### src/rtl/regfile_wb_ctrl.sv
// Writeback controller: merges ALU results and FIFO-buffered load results onto the
// register-file write port and tracks pending destinations. WB_FWD_EN adds a bypass port.
module regfile_wb_ctrl #(
  parameter int unsigned DEPTH  = 4,
  parameter int unsigned DATA_W = 32
) (
  input  logic              clk,
  input  logic              reset_n,
  input  logic              alu_valid,
  output logic              alu_ready,
  input  logic [4:0]        alu_rd,
  input  logic [DATA_W-1:0] alu_data,
  input  logic              mem_valid,
  output logic              mem_ready,
  input  logic [4:0]        mem_rd,
  input  logic [DATA_W-1:0] mem_data,
  input  logic              iss_valid,
  input  logic [4:0]        iss_rd,
  output logic [31:0]       pending,
  output logic              wrt_en,
  output logic [4:0]        wrt_addr,
  output logic [DATA_W-1:0] dataD
`ifdef WB_FWD_EN
  ,
  output logic              fwd_valid,
  output logic [4:0]        fwd_addr,
  output logic [DATA_W-1:0] fwd_data
`endif
);

  localparam int unsigned PW = $clog2(DEPTH);
  localparam int unsigned CW = $clog2(DEPTH + 1);

  logic [4:0]        fifo_rd   [DEPTH];
  logic [DATA_W-1:0] fifo_data [DEPTH];
  logic [PW-1:0]     wr_ptr, rd_ptr;
  logic [CW-1:0]     count;

  logic              full, empty, push, pop;
  logic              sel_alu, sel_fifo, commit;
  logic [4:0]        sel_rd;
  logic [DATA_W-1:0] sel_data;
  logic [31:0]       pend_next;

  assign full      = (count == CW'(DEPTH));
  assign empty     = (count == '0);
  assign mem_ready = !full;
  assign alu_ready = !full;
  assign push      = mem_valid && mem_ready;

  // Empty test uses the registered count, so a fresh push cannot fall through.
  always_comb begin
    sel_fifo = full || (!alu_valid && !empty);
    sel_alu  = !full && alu_valid;
    pop      = sel_fifo;
    sel_rd   = sel_fifo ? fifo_rd[rd_ptr]   : alu_rd;
    sel_data = sel_fifo ? fifo_data[rd_ptr] : alu_data;
    commit   = (sel_alu || sel_fifo) && (sel_rd != '0);
  end

  // Clear for the write being registered happens first so a same-cycle issue wins.
  always_comb begin
    pend_next = pending;
    if (commit)
      pend_next[sel_rd] = 1'b0;
    if (iss_valid && (iss_rd != '0))
      pend_next[iss_rd] = 1'b1;
  end

  always_ff @(posedge clk) begin
    if (push) begin
      fifo_rd[wr_ptr]   <= mem_rd;
      fifo_data[wr_ptr] <= mem_data;
    end
  end

  always_ff @(posedge clk or negedge reset_n) begin
    if (!reset_n) begin
      wr_ptr   <= '0;
      rd_ptr   <= '0;
      count    <= '0;
      pending  <= '0;
      wrt_en   <= 1'b0;
      wrt_addr <= '0;
      dataD    <= '0;
    end else begin
      if (push)
        wr_ptr <= wr_ptr + PW'(1);
      if (pop)
        rd_ptr <= rd_ptr + PW'(1);
      case ({push, pop})
        2'b10:   count <= count + CW'(1);
        2'b01:   count <= count - CW'(1);
        default: count <= count;
      endcase
      pending <= pend_next;
      wrt_en  <= commit;
      if (commit) begin
        wrt_addr <= sel_rd;
        dataD    <= sel_data;
      end
    end
  end

`ifdef WB_FWD_EN
  assign fwd_valid = commit;
  assign fwd_addr  = sel_rd;
  assign fwd_data  = sel_data;
`endif

endmodule

### config.mk
export PLATFORM = sky130hd
export DESIGN_NAME = regfile_wb_ctrl
export DESIGN_NICKNAME = d
export VERILOG_FILES = /design/src/rtl/regfile_wb_ctrl.sv
export SDC_FILE = /design/constraint.sdc
export NUM_CORES = 1
export LEC_CHECK = 0
export CAP_MARGIN = 40
export CORE_MARGIN = 4
export CORE_UTILIZATION = 53
export DETAILED_ROUTE_END_ITERATION = 10
export PLACE_DENSITY = 0.8
export SLEW_MARGIN = 0
export SYNTH_ARGS = -nofsm -noshare
export SYNTH_HDL_FRONTEND = slang
export SYNTH_SLANG_ARGS = --single-unit
### constraint.sdc
create_clock -name clk -period 3.45 [get_ports clk]
set_clock_uncertainty 0.1 [all_clocks]
set_input_delay 0.69 -clock clk [delete_from_list [all_inputs] [get_ports clk]]
set_output_delay 0.69 -clock clk [all_outputs]
set_load 0.02 [all_outputs]
==> summary.txt <==
STA
  – Post-route setup TNS: 0 ps
  – Tmin final: 3150 ps
  – FMAX: 318 MHz
  – Hold Vio Cnt, Final: 0
  – # setup viols final: 0
  – Unrepaired setup endpoints after global routing: false
  – Worst Slack Setup Final: 304 ps
  – Max-slew headroom: 0.323
  – Max-slew violations: 0
  – Worst Tran Pin Value: 1010 ps
  – Final worst-path cycle share: 0.912

CTS
  – Post-CTS Setup Bufs: 0
  – # clock sinks: 225
  – CTS Buf Count: 24
  – Hold buffers post-CTS: 0
  – CTS tree: done
  – H-Tree Depth: 1
  – CTS clk-pin slew, worst paths: 70 ps
  – Clock root buffer master: clkbuf_16
  – Clock tree buffer depth: 3
  – Worst-Skew Late Latency: 510 ps
  – CTS resizes: 0

Global routing
  – Vias in the first global route: 6,494
  – GRT Total Usage: 0.227
  – Grt ovf: 0
  – Largest net degree at the start of global routing: 49
  – Initial antenna violation count: 0
  – First-pass GRT wire length: 35.2 mm

Die
  – IO Count: 156
  – Row cnt: 47
  – Core box area: 16,800 um2
  – Die Height: 139 um
  – Die Wd: 139 um
  – Die Area: 19,400 um2
  – Initial Util: 0.546

Routing
  – First-pass DRT Iterations: 5
  – Initial drt markers: 492
  – Drt drc: 0
  – Vias per inst: 5.94
  – DRT Wirelength: 22.1 mm
  – Vias: 6,055
  – DRT antenna net count: 0
  – Drt wl/cell: 21.7 um

Layout
  – Final net count: 872
  – Share of post-route cells with drive strength above 1: 0.133
  – Fill count: 1,063
  – Area grow syn2layout: 29.1%
  – Antenna cells: 0

Synth
  – Avg Cell Area, Syn: 14.7 um2
  – Post-synthesis xor/xnor area fraction: 0.00575
  – Synth Area in Adders: 0.00903
  – Register area share after synthesis: 0.697
  – Simple-Gate Fraction of Synth Area: 0.0811
  – Synth area leader: edfxtp_1
  – Most frequent cells after synthesis: edfxtp_1 (148), nand2_1 (133), dfrtp_1 (77), mux4_2 (37), a21oi_1 (35)
  – Post-Syn Instances: 620
  – Yosys warning count: 0
  – Yosys cell types: 46
  – Count leader, synth: edfxtp_1
  – Top cell type's share of synthesized area: 0.486
  – #FFs+latches synth: 225
  – Asr flop ratio synth: 0.342
  – Main area contributors after synthesis: edfxtp_1 (49%), dfrtp_1 (21%), mux4_2 (9.1%)
  – EDFF count, synth: 148
  – Syn_nets: 710
  – Largest family of logic cells by synthesized area: multiplexers
  – Compound-Gate Fraction of Synth Area: 0.0837
  – Main synth FF type: edfxtp_1
  – Mapped cell area: 9140 um2
  – Mux contribution to synthesized area: 0.100

Pwr
  – P_leak: 4.38 nW
  – Max IR drop VDD: 702 uV
  – Pwr dens: 922 nW/um2
  – Power, Total: 10.9 mW

Worst setup path
  – Worst Path Class, Setup: reg -> out
  – Crit path max fanout: 14
  – Startpoint type of the worst setup path: flip-flop
  – Worst EP arrival: 2360 ps
  – Worst EP required: 2660 ps
  – Critical Path End Type: output pin

Flow run
  – # Max-Cap Violations: 0

Place
  – # port buffers: 155
  – DPL Wire Length: 14.0 mm
  – Setup WS pre-CTS: 320 ps
  – Final GP Congestion: 0.845

Hold path
  – Worst min-delay path class: in -> async

Run status
  – Outcome: complete, no violations
## registers in the layout, summed over array words and instances (netlist names)
| signal | cells |
|---|---|
| pending | 32 |
| fifo_rd | 20 |
| fifo_data | 128 |
| dataD | 32 |
| wrt_addr | 5 |
| rd_ptr | 2 |
| wr_ptr | 2 |
| wrt_en | 1 |
| count | 3 |
## metal layers
layer | track usage | vias to the layer above | routed length, um | part of all wire
met2 | 0.404 | 353 | 11400 | 0.51
met3 | 0.0552 | 40 | 2230 | 0.10
met5 | 0 | - | 0 | 0
li1 | - | 2675 | - | -
met1 | 0.280 | 2987 | 8050 | 0.36
met4 | 0.0618 | 0 | 459 | 0.021
## report_power, final
group          leakage (nW)  internal (mW)  switching [mW]
clock network         0.407           1.68            1.01
registers              2.28           3.73           0.471
logic                  1.69           1.79            2.20
## path summary, 6_finish.rpt
| kind | start | endpoint | slack, ps | cells after the start |
|---|---|---|---|---|
| max in group asynchronous | reset_n | dataD[23] | 2620 | 2 |
| max reg2reg | count[0] | dataD[18] | 600 | 6 |
| min in group clk | pending[0] | pending[0] | 280 | 0 |
| min reg2reg | pending[0] | pending[0] | 280 | 0 |
| min | reset_n | dataD[9] | 40 | 1 |
| max | count[0] | alu_ready | 300 | 3 |
## area by class of cell
cell class	count	area, um2	share of cell area
tap	220	275	0.0233
inverter	11	41.3	0.00350
clock inverter	10	158	0.0134
clock buffer	34	679	0.0576
multi-input combinational	349	2580	0.219
timing repair buffer	171	1690	0.143
sequential	225	6370	0.540
## critical path, stage by stage (launching register included)
cell	delay, ps
dfrtp_1	460
nor3b_2	420
inv_1	340
clkdlybuf4s50_1	630
## cells by family (layout without fill, tap and decap cells)
| kind of cell | after synthesis | count (layout) |
|---|---|---|
| AOI/OAI and AO/OA | 120 | 120 |
| xor gates and xnor gates | 6 | 6 |
| adders and majority gates | 6 | 6 |
| buffers and inverters | 46 | 226 |
| DFF | 225 | 225 |
| muxes | 45 | 45 |
| and+or+nand+nor | 172 | 172 |
## stage by stage
| stage | hold WS, ps | area (um2) | util | cells |
|---|---|---|---|---|
| final | 36.9 | 11800 | 0.704 | 1020 |
| after global routing | 51.0 | 11800 | 0.704 | 1020 |
| after CTS | 28.8 | 11800 | 0.704 | 1020 |
| after detailed placement | 270 | 11000 | 0.654 | 976 |
| after global placement | 266 | 10900 | 0.653 | 975 |
| after floorplan | 294 | 9140 | - | 620 |
## cells in the final DEF (no fill, tap or decap), types with 5 or more instances in the layout
cell type,instances
a31oi_1,33
clkbuf_16,25
o21ai_0,17
o31ai_1,16
edfxtp_1,148
clkbuf_1,7
nor2b_1,7
mux4_2,37
ha_1,5
inv_1,10
dfrtp_1,75
clkdlybuf4s50_1,154
nor2_1,8
a21oi_1,35
nand2_1,133
buf_4,16
mux2i_1,7
Note: power is estimated with default switching activity, not from simulation.
